$ cat config.mk
export PLATFORM = sky130hd
export DESIGN_NAME = instr_encoder
export DESIGN_NICKNAME = d
export VERILOG_FILES = /design/src/rtl/vcpu_pkg.sv /design/src/rtl/instr_pack.sv /design/src/rtl/instr_encoder.sv
export SDC_FILE = /design/constraint.sdc
export NUM_CORES = 1
export LEC_CHECK = 0
export BUFFER_PORTS_ARGS = -buffer_cell sky130_fd_sc_hd__buf_2
export CELL_PAD_IN_SITES_DETAIL_PLACEMENT = 1
export CELL_PAD_IN_SITES_GLOBAL_PLACEMENT = 1
export CORE_UTILIZATION = 24
export CTS_CLUSTER_DIAMETER = 100
export DETAILED_ROUTE_END_ITERATION = 10
export HOLD_SLACK_MARGIN = 0.12
export PLACE_DENSITY_LB_ADDON = 0.08
export SYNTH_ARGS = -nofsm -noshare
export SYNTH_HDL_FRONTEND = slang
export SYNTH_SLANG_ARGS = --single-unit
$ cat constraint.sdc
create_clock -name i_clk -period 2.9 [get_ports i_clk]
set_input_delay 0.58 -clock i_clk [delete_from_list [all_inputs] [get_ports i_clk]]
set_output_delay 0.58 -clock i_clk [all_outputs]
set_load 0.05 [all_outputs]
$ cat src/rtl/vcpu_pkg.sv
// Shared vcpu definitions: immediate-select format codes, base opcodes and an
// immediate range helper used by the instruction encoder.
package vcpu_pkg;

    typedef enum logic [2:0] {
        FMT_R = 3'd0,
        FMT_I = 3'd1,
        FMT_S = 3'd2,
        FMT_B = 3'd3,
        FMT_J = 3'd4,
        FMT_U = 3'd5
    } fmt_e;

    localparam logic [6:0] OP_R      = 7'b0110011;
    localparam logic [6:0] OP_IMM    = 7'b0010011;
    localparam logic [6:0] OP_LOAD   = 7'b0000011;
    localparam logic [6:0] OP_STORE  = 7'b0100011;
    localparam logic [6:0] OP_BRANCH = 7'b1100011;
    localparam logic [6:0] OP_JAL    = 7'b1101111;
    localparam logic [6:0] OP_JALR   = 7'b1100111;
    localparam logic [6:0] OP_AUIPC  = 7'b0010111;
    localparam logic [6:0] OP_LUI    = 7'b0110111;

    // True when v is representable as a two's-complement number of 'bits' bits:
    // everything from the sign position upwards must be all zeros or all ones.
    function automatic logic fits_signed(input logic [31:0] v, input int unsigned bits);
        logic [31:0] mask;
        mask = 32'hFFFF_FFFF << (bits - 1);
        return ((v & mask) == 32'd0) || ((v & mask) == mask);
    endfunction

endpackage

$ cat src/rtl/instr_pack.sv
// Combinational RV32I field packer: builds the instruction word for the given
// format and flags whether the opcode/immediate combination is encodable.
module instr_pack
    import vcpu_pkg::*;
(
    input  logic [2:0]  fmt,
    input  logic [6:0]  opcode,
    input  logic [4:0]  rd,
    input  logic [4:0]  rs1,
    input  logic [4:0]  rs2,
    input  logic [2:0]  funct3,
    input  logic [6:0]  funct7,
    input  logic [31:0] imm,
    output logic [31:0] instr,
    output logic        legal
);

    // NOTE: defaults at the top of an always_comb keep every path assigned, so
    // no latch is inferred for format codes that have no case item.
    always_comb begin
        instr = '0;
        legal = 1'b0;
        case (fmt)
            FMT_R: begin
                instr = {funct7, rs2, rs1, funct3, rd, opcode};
                legal = (opcode == OP_R);
            end
            FMT_I: begin
                instr = {imm[11:0], rs1, funct3, rd, opcode};
                legal = (opcode == OP_IMM || opcode == OP_LOAD || opcode == OP_JALR)
                        && fits_signed(imm, 12);
            end
            FMT_S: begin
                instr = {imm[11:5], rs2, rs1, funct3, imm[4:0], opcode};
                legal = (opcode == OP_STORE) && fits_signed(imm, 12);
            end
            FMT_B: begin
                instr = {imm[12], imm[10:5], rs2, rs1, funct3, imm[4:1], imm[11], opcode};
                legal = (opcode == OP_BRANCH) && fits_signed(imm, 13) && !imm[0];
            end
            FMT_J: begin
                instr = {imm[20], imm[10:1], imm[11], imm[19:12], rd, opcode};
                legal = (opcode == OP_JAL) && fits_signed(imm, 21) && !imm[0];
            end
            FMT_U: begin
                instr = {imm[31:12], rd, opcode};
                legal = (opcode == OP_AUIPC || opcode == OP_LUI) && (imm[11:0] == 12'd0);
            end
            default: ;
        endcase
    end

endmodule

$ cat src/rtl/instr_encoder.sv
// Streams packed RV32I words with their instruction-memory addresses through a
// 2-entry output skid buffer; illegal bundles are consumed, counted and dropped.
module instr_encoder
    import vcpu_pkg::*;
#(
    parameter int ADDR_W = 32,
    parameter int CNT_W  = 16
) (
    input  logic              i_clk,
    input  logic              i_rst_n,
    input  logic              i_start,
    input  logic [ADDR_W-1:0] i_base,
    input  logic              i_valid,
    output logic              o_ready,
    input  logic              i_last,
    input  logic [2:0]        i_fmt,
    input  logic [6:0]        i_opcode,
    input  logic [4:0]        i_rd,
    input  logic [4:0]        i_rs1,
    input  logic [4:0]        i_rs2,
    input  logic [2:0]        i_funct3,
    input  logic [6:0]        i_funct7,
    input  logic [31:0]       i_imm,
    output logic              o_valid,
    input  logic              i_ready,
    output logic [31:0]       o_instr,
    output logic [ADDR_W-1:0] o_addr,
    output logic              o_done,
    output logic              o_err,
    output logic [CNT_W-1:0]  o_count,
    output logic [CNT_W-1:0]  o_err_cnt
);

    typedef enum logic [1:0] {S_IDLE, S_RUN, S_DRAIN, S_DONE} state_e;

    state_e            state;
    logic [ADDR_W-1:0] addr;
    logic [1:0]        cnt;
    logic [1:0]        cnt_next;
    logic [31:0]       slot_instr;
    logic [ADDR_W-1:0] slot_addr;
    logic [31:0]       pack_instr;
    logic              pack_legal;
    logic              accept;
    logic              push;
    logic              pop;

    instr_pack u_pack (
        .fmt    (i_fmt),
        .opcode (i_opcode),
        .rd     (i_rd),
        .rs1    (i_rs1),
        .rs2    (i_rs2),
        .funct3 (i_funct3),
        .funct7 (i_funct7),
        .imm    (i_imm),
        .instr  (pack_instr),
        .legal  (pack_legal)
    );

    assign accept = i_valid && o_ready;
    assign push   = accept && pack_legal;
    assign pop    = o_valid && i_ready;

    always_comb begin
        cnt_next = cnt;
        if (push && !pop)
            cnt_next = cnt + 2'd1;
        else if (pop && !push)
            cnt_next = cnt - 2'd1;
    end

    // The head entry is the output register itself; slot_* holds the second word.
    // NOTE: sequential state uses non-blocking assignments so every register
    // samples pre-edge values; the buffer entries are reset too so a mid-program
    // reset leaves no stale word visible.
    always_ff @(posedge i_clk or negedge i_rst_n) begin
        if (!i_rst_n) begin
            state      <= S_IDLE;
            addr       <= '0;
            cnt        <= 2'd0;
            slot_instr <= '0;
            slot_addr  <= '0;
            o_ready    <= 1'b0;
            o_valid    <= 1'b0;
            o_instr    <= '0;
            o_addr     <= '0;
            o_done     <= 1'b0;
            o_err      <= 1'b0;
            o_count    <= '0;
            o_err_cnt  <= '0;
        end else begin
            cnt     <= cnt_next;
            o_valid <= (cnt_next != 2'd0);

            case (state)
                S_IDLE, S_DONE: begin
                    if (i_start) begin
                        state     <= S_RUN;
                        addr      <= i_base & ~ADDR_W'(3);
                        o_count   <= '0;
                        o_err_cnt <= '0;
                        o_err     <= 1'b0;
                        o_done    <= 1'b0;
                        o_ready   <= 1'b1;
                    end
                end
                S_RUN: begin
                    if (accept && i_last) begin
                        state   <= S_DRAIN;
                        o_ready <= 1'b0;
                    end else begin
                        o_ready <= (cnt_next != 2'd2);
                    end
                end
                S_DRAIN: begin
                    if (cnt == 2'd0) begin
                        state  <= S_DONE;
                        o_done <= 1'b1;
                    end
                end
                default: state <= S_IDLE;
            endcase

            if (push)
                addr <= addr + ADDR_W'(4);

            if (accept && !pack_legal) begin
                o_err <= 1'b1;
                if (o_err_cnt != '1)
                    o_err_cnt <= o_err_cnt + CNT_W'(1);
            end

            if (pop && o_count != '1)
                o_count <= o_count + CNT_W'(1);

            // A push while full cannot happen because o_ready is low when full.
            if (pop && cnt == 2'd2) begin
                o_instr <= slot_instr;
                o_addr  <= slot_addr;
            end else if (push && (cnt == 2'd0 || pop)) begin
                o_instr <= pack_instr;
                o_addr  <= addr;
            end else if (push) begin
                slot_instr <= pack_instr;
                slot_addr  <= addr;
            end
        end
    end

endmodule

# Word-level counts from Yosys, hierarchy flattened
# Cells that the tools add are included.
[totals] out_inout_bits=100 reg_bits=200 wordCells=130 inputBits=105
[classes] n_eq_ne=27 n_mux=30 reduce_logical=53 n_addsub=5 bitwise_logic=2
[ops] cell="$mux W32" n=7
[ops] cell="$pmux W32 S6" n=1
[ops] cell="$mux W16" n=7
[ops] cell="$logic_not A32 Y1" n=3
[ops] cell="$add A16 B1 Y16 const B" n=2
[ops] cell="$add A32 B3 Y32 const B" n=1
[ops] cell="$ne A16 B16 Y1 const B" n=2
[ops] cell="$eq A21 B21 Y1 const B" n=1
[ops] cell="$eq A7 B6 Y1 const B" n=3
[ops] cell="$eq A7 B7 Y1 const B" n=3
[ops] cell="$eq A20 B20 Y1 const B" n=1
[ops] cell="$reduce_bool A2 Y1" n=10
[ops] cell="$logic_and A1 B1 Y1" n=17
[ops] cell="$eq A7 B5 Y1 const B" n=2
[ops] cell="$eq A12 B12 Y1 const B" n=1
[ops] cell="$logic_not A12 Y1" n=1
[ops] cell="$mux W2" n=5
[ops] cell="$reduce_and A3 Y1" n=3
[ops] cell="$ne A2 B2 Y1 const B" n=4
[ops] cell="$reduce_and A2 Y1" n=4
[ops] cell="$eq A7 B2 Y1 const B" n=1
[ops] cell="$logic_or A1 B1 Y1" n=7
[ops] cell="$eq A2 B2 Y1 const B" n=3
[ops] cell="$eq A3 B2 Y1 const B" n=2
[ops] cell="other kinds (14)" n=26

# Longest topological paths before layout
# Gate-level depths: netlist of the first run.
[logic_depth] depth_word=13 depth_mapped=10 depth_no_buf=8

# By module
# From an unflattened synthesis of the first run, not the netlist that was laid out.
[hier_totals] hier_cells=1007 area_unflattened_um2=10112.2
[modules_own_cells] mod="instr_encoder" seq_area_each_um2=4854.7 instances=1 area_each_um2=9190.1 cells_per_inst=846
[modules_own_cells] mod="instr_pack" seq_area_each_um2=0.0 instances=1 area_each_um2=922.1 cells_per_inst=161

# Worst setup path after synthesis of the first run
# Ideal clock, no wire load.
[synth_timing] path_kind="in2reg" start="input port i_imm[31]" end="register o_addr[10]" path_slack_ps=329 path_buffers=1 arrival_time_ps=2444 cell_stages=8 required_ps=2773 setup_time_ps=127 cell_sequence="nor4_1 nand3_1 a2bb2oi_1 o211ai_2 o21ai_2 o22ai_4 buf_6 mux2_1"
[synth_between] elab_chain_cells=8 word_cells_on_any_way=19 cone_classes="eq/ne (3); mux (1); reduce/logical (15)"
[synth_rtl] element="from (decl)" line="instr_encoder.sv:23" text="input logic [31:0] i_imm,"
[synth_rtl] element="$eq A20 B20 Y1, or another cell as far along" line="vcpu_pkg.sv:29" text="return ((v & mask) == 32'd0) || ((v & mask) == mask);"
[synth_rtl] element="$logic_or A1 B1 Y1" line="vcpu_pkg.sv:29"
[synth_rtl] element="$logic_and A1 B1 Y1 (on tied branches) (2 in a row)" line="instr_pack.sv:39, instr_pack.sv:43"
[synth_rtl] element="$pmux W1 S6 *" line="instr_pack.sv:23" text="case (fmt)"
[synth_rtl] element="$logic_and A1 B1 Y1 *" line="instr_encoder.sv:62" text="assign push = accept && pack_legal;"
[synth_rtl] element="$logic_and A1 B1 Y1 *" line="instr_encoder.sv:141" text="end else if (push && (cnt == 2'd0 || pop)) begin"
[synth_rtl] element="$reduce_bool A2 Y1 (no line) *"
[synth_rtl] element="to (signal assigned)" line="instr_encoder.sv:140" text="o_addr <= slot_addr;"
[synth_rtl] element="to (signal assigned)" line="instr_encoder.sv:143" text="o_addr <= addr;"
[synth_rtl] element="to (decl)" line="instr_encoder.sv:27" text="output logic [ADDR_W-1:0] o_addr,"
# Every way passes the cells marked *; elsewhere a longest branch is shown, timed or not.
# A chain may end at the register's enable or synchronous reset.

# Worst setup path after layout of the first run
[layout_timing] start="input port i_imm[29]" end="register o_addr[20]"
# Same word-level chain as after synthesis.

==> qor.txt, run 1 <==
Status -> complete, no violations
Critical path arrival -> 3110 ps
Placer Congestion -> 0.845
Synthesized cell area -> 0.0103 mm²
Worst Hold Margin -> 137 ps
Max-cap violation count -> 0
Die height -> 209 µm
Final period util -> 95.7%
Drt first-iter violations -> 389
Grt ovf -> 0
CTS tree -> yes
Drt drc -> 0
Ant diodes -> 0
Count of cell types in the netlist -> 71
Core ar. -> 0.0422 mm²
RSZ-0062 raised after global routing -> false
Initial core utilization -> 24.5%
Pwr dens -> 895 mW/mm²
Flop and latch count out of synthesis -> 194
Worst vdd ir -> 0.433 mV
Placement Cell Area -> 0.0126 mm²
CTS Hold Bufs -> 0
CP required -> 3230 ps
Slew Viols, Final -> 0
Cell accounting for the most synthesized area -> dfrtp_1
Gr usage total -> 16.9%
Layout cells sized above 1 -> 26.9%
Post-Synthesis Cells -> 1,106
Clock Root Buffer -> clkbuf_16
WL final -> 36.0 mm
Slew headroom -> 27.6%
Min cycle time layout -> 2780 ps
Setup ws final -> 124 ps
R2R Setup Slk -> 310 ps
H-tree Lvls -> 4
Fin cells -> 1,909
CTS max path bufs -> 2
Max stage delay on crit path -> 570 ps
EDFF count, synth -> 0
Pre-CTS setup slack -> -352 ps
Site row count -> 75
Final Skew -> 10.9 ps
Hold WC Path Type -> in2async
Reg2reg path depth -> 9
Worst-margin pin slew -> 1080 ps
CP endpoint kind -> flop
Post-CTS Resized -> 0
Num ports -> 205
Initial antenna violation count -> 3
Vias -> 9,253
Clk_lat worst skew -> 450 ps
Vias per inst -> 4.85
Number of buffers created by CTS -> 17
Final ANT Viol Nets -> 0
Crit-path max FO -> 25
Area delta synth->final -> 27.9%
Dpl hpwl -> 26.2 mm
Dpl cells -> 1,877
Routed wire per std cell -> 18.9 µm
Clock sinks -> 194
Syn Area/Cell -> 9.34 µm²
Design area -> 0.0132 mm²
DRT Pass-1 Iters -> 4
Die W -> 209 µm
Main synth FF type -> dfrtp_1
CP Launch Type -> input port
Leak -> 0.00619 µW
Reg-to-reg endpoint -> o_count[3]
R2R Path Start -> o_count[0]
Fmax -> 0.360 GHz
Largest net degree at the start of global routing -> 64
Port Buf Inserts -> 200
Asr flop ratio synth -> 100%
Post-CTS Setup Repair Bufs -> 0
Final setup fails -> 0
Clk slew on worst S/H paths -> 70 ps
Number of global-route vias before repair -> 9,702
Die area -> 0.0439 mm²
Fill count -> 4,916
CP max stage cell -> nor4_1
Worst path cell trace -> buf_2, nor4_1, nand3_1, a2bb2oi_1, o32ai_2, nor3_2, o22ai_4, buf_12, mux2_1
Worst setup startpoint -> i_imm[29]
Synth area leaders -> dfrtp_1 (47%), mux2_1 (6.5%), nand2_1 (6.4%)
Post-synth top area share -> 47.0%
Seq/Total Area, Yosys -> 47.0%
Hold Fails Final Rpt -> 0
First-pass GRT wire length -> 57.0 mm
Yosys warns -> 0
Worst Setup Path Type -> in2reg
Nets -> 1,470
-- where the power goes --
part / switching, µW / total [µW] / internal (µW)
Combinational: 3680 / 5320 / 1650
Sequential: 564 / 4000 / 3440
Clock: 1170 / 2490 / 1310
-- through the flow --
| stage | total power (µW) | setup TNS [ps] | util [%] |
|---|---|---|---|
| 5_1_grt | 12600 | 0 | 31.3 |
| 2_1_floorplan | 7670 | 0 | - |
| 6_report | 11800 | 0 | 31.3 |
| 3_3_place_gp | 9420 | -35240 | 29.9 |
| 4_1_cts | 12100 | 0 | 31.3 |
| 3_5_place_dp | 9490 | -43940 | 29.9 |
-- Yosys cell counts, types with 5 or more instances --
library cell  instances
dfrtp_1             194
nand2_1             176
o21ai_0             113
nor2_1               81
mux2_1               60
a21oi_1              50
clkbuf_1             39
nand3_1              31
inv_1                30
and3_1               23
mux2_2               20
nand4_1              19
nor3_1               19
a211oi_1             15
a22oi_1              13
nor2b_1              13
mux2i_1              12
and2_1               10
buf_2                10
nor4_1                9
a211o_1               8
a221oi_1              8
ha_1                  8
o21a_1                8
o221a_2               8
and4_1                7
nand2b_1              7
o21ai_1               7
a21boi_0              6
a21o_1                6
a221o_1               6
buf_6                 6
o22ai_1               6
a31oi_1               5
nor4b_1               5
-- registers in the layout, indices dropped and copies added, names as in the netlist --
name,count
o_err,1
o_ready,1
o_instr,32
slot_instr,32
o_done,1
slot_addr,30
cnt,2
o_valid,1
o_err_cnt,16
addr,30
o_count,16
o_addr,30
state,2
-- worst max-delay path, delay by kind of cell --
kind,cells,cell delay [ps]
buffers and inverters,2,350
AOI/OAI and AO/OA,3,890
and+or+nand+nor,3,910
muxes,1,340
-- layout make-up --
class | instances | area (µm²) | area share [%]
clock buffer | 19 | 443 | 3.35
tap | 539 | 674 | 5.11
multi-input combinational | 822 | 5080 | 38.5
inverter | 30 | 113 | 0.853
sequential | 194 | 4850 | 36.8
clock inverter | 13 | 151 | 1.15
timing repair buffer | 292 | 1890 | 14.3
-- cell families (layout without fill, tap and decap cells) --
| group | Yosys count | count (layout) | synth area share, % |
|---|---|---|---|
| xor+xnor | 5 | 5 | 0.424 |
| buf+inv | 91 | 354 | 3.97 |
| other cells | 1 | 2 | 0.0363 |
| compound gates | 294 | 294 | 18.4 |
| mux | 92 | 92 | 9.88 |
| fa+ha+maj | 9 | 9 | 1.07 |
| flops | 194 | 194 | 47.0 |
| simple gates | 420 | 420 | 19.2 |
-- layer usage --
metal  global-route usage [%]  up-vias  part of all wire [%]
li1                         -     4486                     -
met1                     23.6     4596                    49
met2                     26.6      145                    46
met3                     3.85       20                   4.0
met4                     3.35        6                  0.80
met5                        0        -                  0.11
-- worst max path at each step --
stage,endpoint,cells after the start
finish,o_addr[20],9
global route,o_addr[23],9
CTS,o_addr[20],9
detailed placement,o_addr[20],9
global placement,o_addr[25],9
floorplan,o_addr[10],8
-- cell usage in the layout (no fill, tap or decap), types with 7 or more instances in the layout --
master and instances:
inv_1 30, nand3_1 31, buf_4 77, o21a_1 8
and2_1 10, a211o_1 8, o221a_2 8, ha_1 8
dfrtp_1 194, o21ai_1 7, mux2_1 60, buf_12 15
nand2_1 175, and4_1 7, a22oi_1 13, mux2_2 20
nor4_1 9, buf_2 199, clkbuf_16 17, nor2_1 81
and3_1 22, nand2b_1 7, nor3_1 19, nand4_1 19
mux2i_1 12, a211oi_1 15, nor2b_1 13, a221oi_1 8
o21ai_0 113, a21oi_1 50
No activity file was read; power rests on OpenSTA's default activity.
==> run 2, diff against run 1 <==
--- a/config.mk
+++ b/config.mk
@@ -10,6 +10,7 @@
 export CELL_PAD_IN_SITES_GLOBAL_PLACEMENT = 1
 export CORE_UTILIZATION = 24
 export CTS_CLUSTER_DIAMETER = 100
+export CTS_CLUSTER_SIZE = 25
 export DETAILED_ROUTE_END_ITERATION = 10
 export HOLD_SLACK_MARGIN = 0.12
 export PLACE_DENSITY_LB_ADDON = 0.08
==> constraint.sdc (replaced) <==
create_clock -name i_clk -period 2.9 [get_ports i_clk]
set_input_delay 0.29 -clock i_clk [delete_from_list [all_inputs] [get_ports i_clk]]
set_output_delay 0.29 -clock i_clk [all_outputs]
set_load 0.05 [all_outputs]
==> qor.txt, run 2 (synthesis results as in run 1) <==
Reg2reg path depth -> 9 (unchanged)
Hold WC Path Type -> in2reg
Die W -> 209 µm (unchanged)
Initial antenna violation count -> 2 (-1)
Initial core utilization -> 24.5% (unchanged)
Number of global-route vias before repair -> 9,676 (-0.27%)
Worst vdd ir -> 0.463 mV (+7.0%)
Clock sinks -> 194 (unchanged)
Fin cells -> 1,907 (-0.10%)
CP Launch Type -> input port
Min cycle time layout -> 2670 ps (-105 ps)
Net switching power -> 5450 µW (+0.57%)
Clock network power share -> 21.9% (+0.8 points)
Hold Fails Final Rpt -> 0 (unchanged)
DRT Pass-1 Iters -> 4 (unchanged)
Setup ws final -> 229 ps (+105 ps)
Max-cap violation count -> 0 (unchanged)
Drt drc -> 0 (unchanged)
Seq pwr share -> 33.6% (-0.3 points)
Final setup fails -> 0 (unchanged)
First-pass GRT wire length -> 57.2 mm (+0.41%)
Slew headroom -> 45.9% (+18 points)
Clk_lat worst skew -> 490 ps (+40 ps)
Final Skew -> 9.34 ps (-1.57 ps)
Die height -> 209 µm (unchanged)
Die area -> 0.0439 mm² (unchanged)
CP required -> 3290 ps (+60 ps)
Comb pwr share -> 44.5% (-0.5 points)
Number of buffers created by CTS -> 17 (unchanged)
Num ports -> 205 (unchanged)
Sum Neg Setup Slack -> 0 ps (unchanged)
Site row count -> 75 (unchanged)
Pwr dens -> 897 mW/mm² (+0.30%)
Final period util -> 92.1% (-3.6 points)
Pre-CTS setup slack -> 131 ps (+483 ps)
Layout cells sized above 1 -> 23.5% (-3.3 points)
Gr usage total -> 17.3% (+0.39 points)
RSZ-0062 raised after global routing -> false
Dpl hpwl -> 26.0 mm (-0.98%)
CP endpoint kind -> flop
Post-CTS Resized -> 0 (unchanged)
Area delta synth->final -> 28.6%
Critical Path Sink -> addr[21]
Routed wire per std cell -> 19.1 µm (+1.4%)
Port Buf Inserts -> 200 (unchanged)
Clk slew on worst S/H paths -> 80 ps (about the same)
Worst-margin pin slew -> 812 ps (-266 ps)
Nets -> 1,468 (-0.14%)
Slew Viols, Final -> 0 (unchanged)
Dpl cells -> 1,832 (-2.4%)
Largest net degree at the start of global routing -> 84 (+31%)
Final ANT Viol Nets -> 0 (unchanged)
Fmax -> 0.374 GHz (+3.9%)
Worst Setup Path Type -> in2reg
Worst Hold Margin -> 162 ps (+25.5 ps)
Leak -> 0.00615 µW (-0.67%)
Drt first-iter violations -> 382 (-1.8%)
Placer Congestion -> 0.841 (-0.43%)
H-tree Lvls -> 4 (unchanged)
Vias -> 9,345 (+0.99%)
Clock Root Buffer -> clkbuf_16
Largest regs -> o_instr (32), slot_instr (32)
CP max stage cell -> nor3_1
Worst setup startpoint -> i_opcode[6]
Sw frac -> 45.7% (-0.14 points)
Most frequent cells in the layout -> buf_2 (199), dfrtp_1 (194), nand2_1 (175)
Vias per inst -> 4.90 (+1.1%)
Commonest non-fill, non-tap cell in the layout -> buf_2
WL final -> 36.5 mm (+1.3%)
Status -> complete, no violations
R2R Setup Slk -> 320 ps (about the same)
CP most frequent cell -> buf_4
CTS max path bufs -> 2 (unchanged)
Crit-path max FO -> 7 (-72%)
CTS tree -> yes
Grt ovf -> 0 (unchanged)
Ant diodes -> 0 (unchanged)
Max stage delay on crit path -> 600 ps (+30 ps)
Power, Total -> 11,900 µW (+0.87%)
Reg-to-reg endpoint -> o_count[5]
Core ar. -> 0.0422 mm² (unchanged)
Worst path cell trace -> dlygate4sd3_1, buf_2, and4b_1, o211ai_1, a21o_1, o32ai_2, buf_4, nor3_1, buf_4, nand2b_1, o221a_2
Int Pwr -> 6470 µW (+1.1%)
Critical path arrival -> 3060 ps (-50 ps)
R2R Path Start -> o_count[0]
==> run 2: final cells by class <==
cell class	count	area, µm²
clock inverter	12	168
multi-input combinational	822	5080
clock buffer	20	447
tap	539	674
fill	4932	28900
sequential	194	4850
inverter	30	113
timing repair buffer	290	1940
==> run 2: worst max-delay path, delay by kind of cell <==
kind / cells / cell delay [ps]
AOI/OAI and AO/OA: 4 / 700
buffers and inverters: 4 / 1190
and+or+nand+nor: 3 / 870
==> run 2: how the worst min path moves through the flow <==
stage	from	end	slack, ps	cells after the start
global route	i_base[19]	addr[19]	140	3
global placement	i_rst_n	o_addr[23]	410	1
detailed placement	i_rst_n	o_addr[23]	410	1
floorplan	i_rst_n	addr[10]	-6	0
CTS	i_opcode[4]	slot_instr[4]	120	3
finish	i_base[3]	addr[3]	160	3
==> run 2: per-stage QoR <==
step                util, %  cell area [µm²]
finish                 31.5            13300
global route           31.5            13300
CTS                    31.5            13300
detailed placement     29.0            12200
global placement       29.0            12200
floorplan                 -            10300
==> run 2: power groups by stage <==
stage	logic [µW]	clock network (µW)	registers, µW
final	5300	2610	4010
after CTS	5390	2730	4030
after floorplan	2050	0	5620
after detailed placement	5330	0	4080
after global placement	5290	0	4060
after global routing	5760	2820	4140
==> run 2: per-layer routing <==
layer / part of all wire (%) / vias up / GRT usage, %
met1: 50 / 4653 / 23.6
li1: - / 4479 / -
met4: 1.7 / 4 / 5.24
met2: 45 / 173 / 26.7
met3: 4.2 / 36 / 4.44
met5: 0.069 / - / 0
==> run 2: repair_timing <==
action | in CTS | in global routing
buffers inserted | 0 | 0
hold buffers | 43 | 0
hold endpoints to repair | 120 | 0
==> run 3, diff against run 2 <==
--- a/config.mk
+++ b/config.mk
@@ -10,7 +10,7 @@
 export CELL_PAD_IN_SITES_GLOBAL_PLACEMENT = 1
 export CORE_UTILIZATION = 24
 export CTS_CLUSTER_DIAMETER = 100
-export CTS_CLUSTER_SIZE = 25
+export CTS_CLUSTER_SIZE = 12
 export DETAILED_ROUTE_END_ITERATION = 10
 export HOLD_SLACK_MARGIN = 0.12
 export PLACE_DENSITY_LB_ADDON = 0.08
==> constraint.sdc (replaced) <==
create_clock -name i_clk -period 2.4 [get_ports i_clk]
set_input_delay 0.24 -clock i_clk [delete_from_list [all_inputs] [get_ports i_clk]]
set_output_delay 0.24 -clock i_clk [all_outputs]
set_load 0.05 [all_outputs]
==> qor.txt, run 3 (synthesis results as in run 1) <==
Status -> complete, no violations
Layout cells sized above 1 -> 28.0% (+4.5 points)
Worst Setup Path Type -> in2reg
Dpl hpwl -> 27.2 mm (+4.9%)
Number of buffers created by CTS -> 17 (unchanged)
CP most frequent cell -> buf_12
Fmax -> 0.439 GHz
Ant diodes -> 0 (unchanged)
Nets -> 1,561 (+6.3%)
Crit-path max FO -> 32 (+25)
Commonest non-fill, non-tap cell in the layout -> buf_2
Placer Congestion -> 0.837 (-0.44%)
Vias -> 9,677 (+3.6%)
Top Usage Layer GRT -> met2
Slew Viols, Final -> 0 (unchanged)
Dpl cells -> 1,911 (+4.3%)
Final ANT Viol Nets -> 0 (unchanged)
H-tree Lvls -> 4 (unchanged)
Min cycle time layout -> 2280 ps
R2R Setup Slk -> 190 ps (-130 ps)
Leak -> 0.00659 µW (+7.2%)
CTS tree -> yes
CP endpoint kind -> flop
Routed wire per std cell -> 18.8 µm (-1.8%)
CP max stage cell -> nor3_1
CTS max path bufs -> 2 (unchanged)
Power, Total -> 14,500 µW (+22%)
Drt first-iter violations -> 331 (-13%)
Largest regs -> o_instr (32), slot_instr (32)
Final setup fails -> 0 (unchanged)
Initial core utilization -> 24.5% (unchanged)
Core ar. -> 0.0422 mm² (unchanged)
Top delay family on crit path -> simple AND/OR/NAND/NOR gates
Number of global-route vias before repair -> 10,100 (+4.2%)
First-pass GRT wire length -> 59.0 mm (+3.1%)
Pwr dens -> 1030 mW/mm² (+15%)
Hold WC Path Type -> in2reg
Largest net degree at the start of global routing -> 58 (-31%)
Clock sinks -> 194 (unchanged)
Worst vdd ir -> 0.581 mV (+25%)
Met2 GRT Util -> 28.2% (+1.5 points)
Num ports -> 205 (unchanged)
Worst Path Buf+Inv -> 3 (-1)
CP Launch Type -> input port
Die area -> 0.0439 mm² (unchanged)
Die height -> 209 µm (unchanged)
Post-CTS Setup Repair Bufs -> 0 (unchanged)
Critical path arrival -> 2650 ps (-410 ps)
RSZ-0062 raised after global routing -> false
Worst Hold Margin -> 172 ps (+9.48 ps)
Design area -> 0.0141 mm² (+6.0%)
Port Buf Inserts -> 200 (unchanged)
Max stage delay on crit path -> 540 ps (-60 ps)
Worst path cell trace -> buf_2, nand4_1, nor3_1, buf_12, a2bb2oi_1, o32ai_2, nor3_2, o22ai_4, buf_12, mux2_1
Gr usage total -> 17.6% (+0.37 points)
Slew headroom -> 36.4% (-9.4 points)
Hold Fails Final Rpt -> 0 (unchanged)
Final Skew -> 13.6 ps (+4.27 ps)
Drt drc -> 0 (unchanged)
Clk_lat worst skew -> 490 ps (about the same)
Clock Root Buffer -> clkbuf_16
Vias per inst -> 4.84 (-1.2%)
Clk slew on worst S/H paths -> 70 ps (about the same)
Max-cap violation count -> 0 (unchanged)
Area delta synth->final -> 36.3%
Die W -> 209 µm (unchanged)
Worst-margin pin slew -> 946 ps (+134 ps)
CP required -> 2770 ps (-520 ps)
Met1 Track Usage GR -> 24.0% (+0.44 points)
Final period util -> 95.0%
WL final -> 37.6 mm (+3.0%)
DRT Pass-1 Iters -> 4 (unchanged)
Met3 Track Usage GR -> 4.04% (-0.40 points)
Initial antenna violation count -> 0 (-2)
Most frequent cells in the layout -> buf_2 (199), dfrtp_1 (190), nand2_1 (175)
Site row count -> 75 (unchanged)
Placement Cell Area -> 0.0129 mm² (+5.5%)
Grt ovf -> 0 (unchanged)
Fin cells -> 1,999 (+4.8%)
## run 3: area by class of cell
type | instances | area [µm²]
clock buffers | 19 | 443
inverters | 30 | 113
multi-input cells | 822 | 5110
clock inverters | 12 | 123
well taps | 539 | 674
repair buffers | 383 | 2760
fillers | 4906 | 28100
flip-flops and latches | 194 | 4860
## run 3: power breakdown
part | internal, µW | leakage [µW] | switching [µW]
combinational | 2200 | 0.00384 | 4520
clock | 1480 | 0.000278 | 1440
sequential | 4170 | 0.00248 | 678
## run 3: worst reg2reg max path, cell delays in order (launching register included)
cell	delay (ps)
dfrtp_2	440
ha_1	250
nand4_1	160
nor4_2	60
buf_4	140
and3_2	240
a31oi_2	290
nor2_1	90
buf_6	160
o21ai_0	170
o31ai_1	90
## run 3: worst paths after layout
check / start / to / cells after the start
max: i_imm[24] / o_addr[19] / 10
min: i_rs1[4] / slot_instr[19] / 3
max reg2reg: o_count[0] / o_count[5] / 10
min reg2reg: slot_instr[1] / slot_instr[1] / 1
max in group asynchronous: i_rst_n / o_addr[13] / 3
min in group asynchronous: i_rst_n / o_addr[19] / 2
## run 3: per-layer routing
| layer | share of wire, % | wire length (µm) | vias up |
|---|---|---|---|
| li1 | - | - | 4672 |
| met1 | 49 | 18400 | 4831 |
| met2 | 46 | 17400 | 150 |
| met3 | 3.6 | 1370 | 24 |
| met4 | 1.1 | 415 | 0 |
| met5 | 0 | 0 | - |
## run 3: metrics by stage
step | TNS [ps] | setup WS [ps] | util [%]
global route | 0 | 1.37 | 33.3
detailed placement | -34460 | -360 | 30.6
CTS | 0 | 89.2 | 33.3
finish | 0 | 120 | 33.3
global placement | -35150 | -350 | 30.6
floorplan | 0 | 4.08 | -
## run 3: repair_timing
| action | 4_1_cts | 5_1_grt |
|---|---|---|
| endpoints found under the hold margin | 208 | 0 |
| gates resized for setup | 0 | 6 |
| setup endpoints to repair | 0 | 17 |
| hold buffers | 57 | 0 |
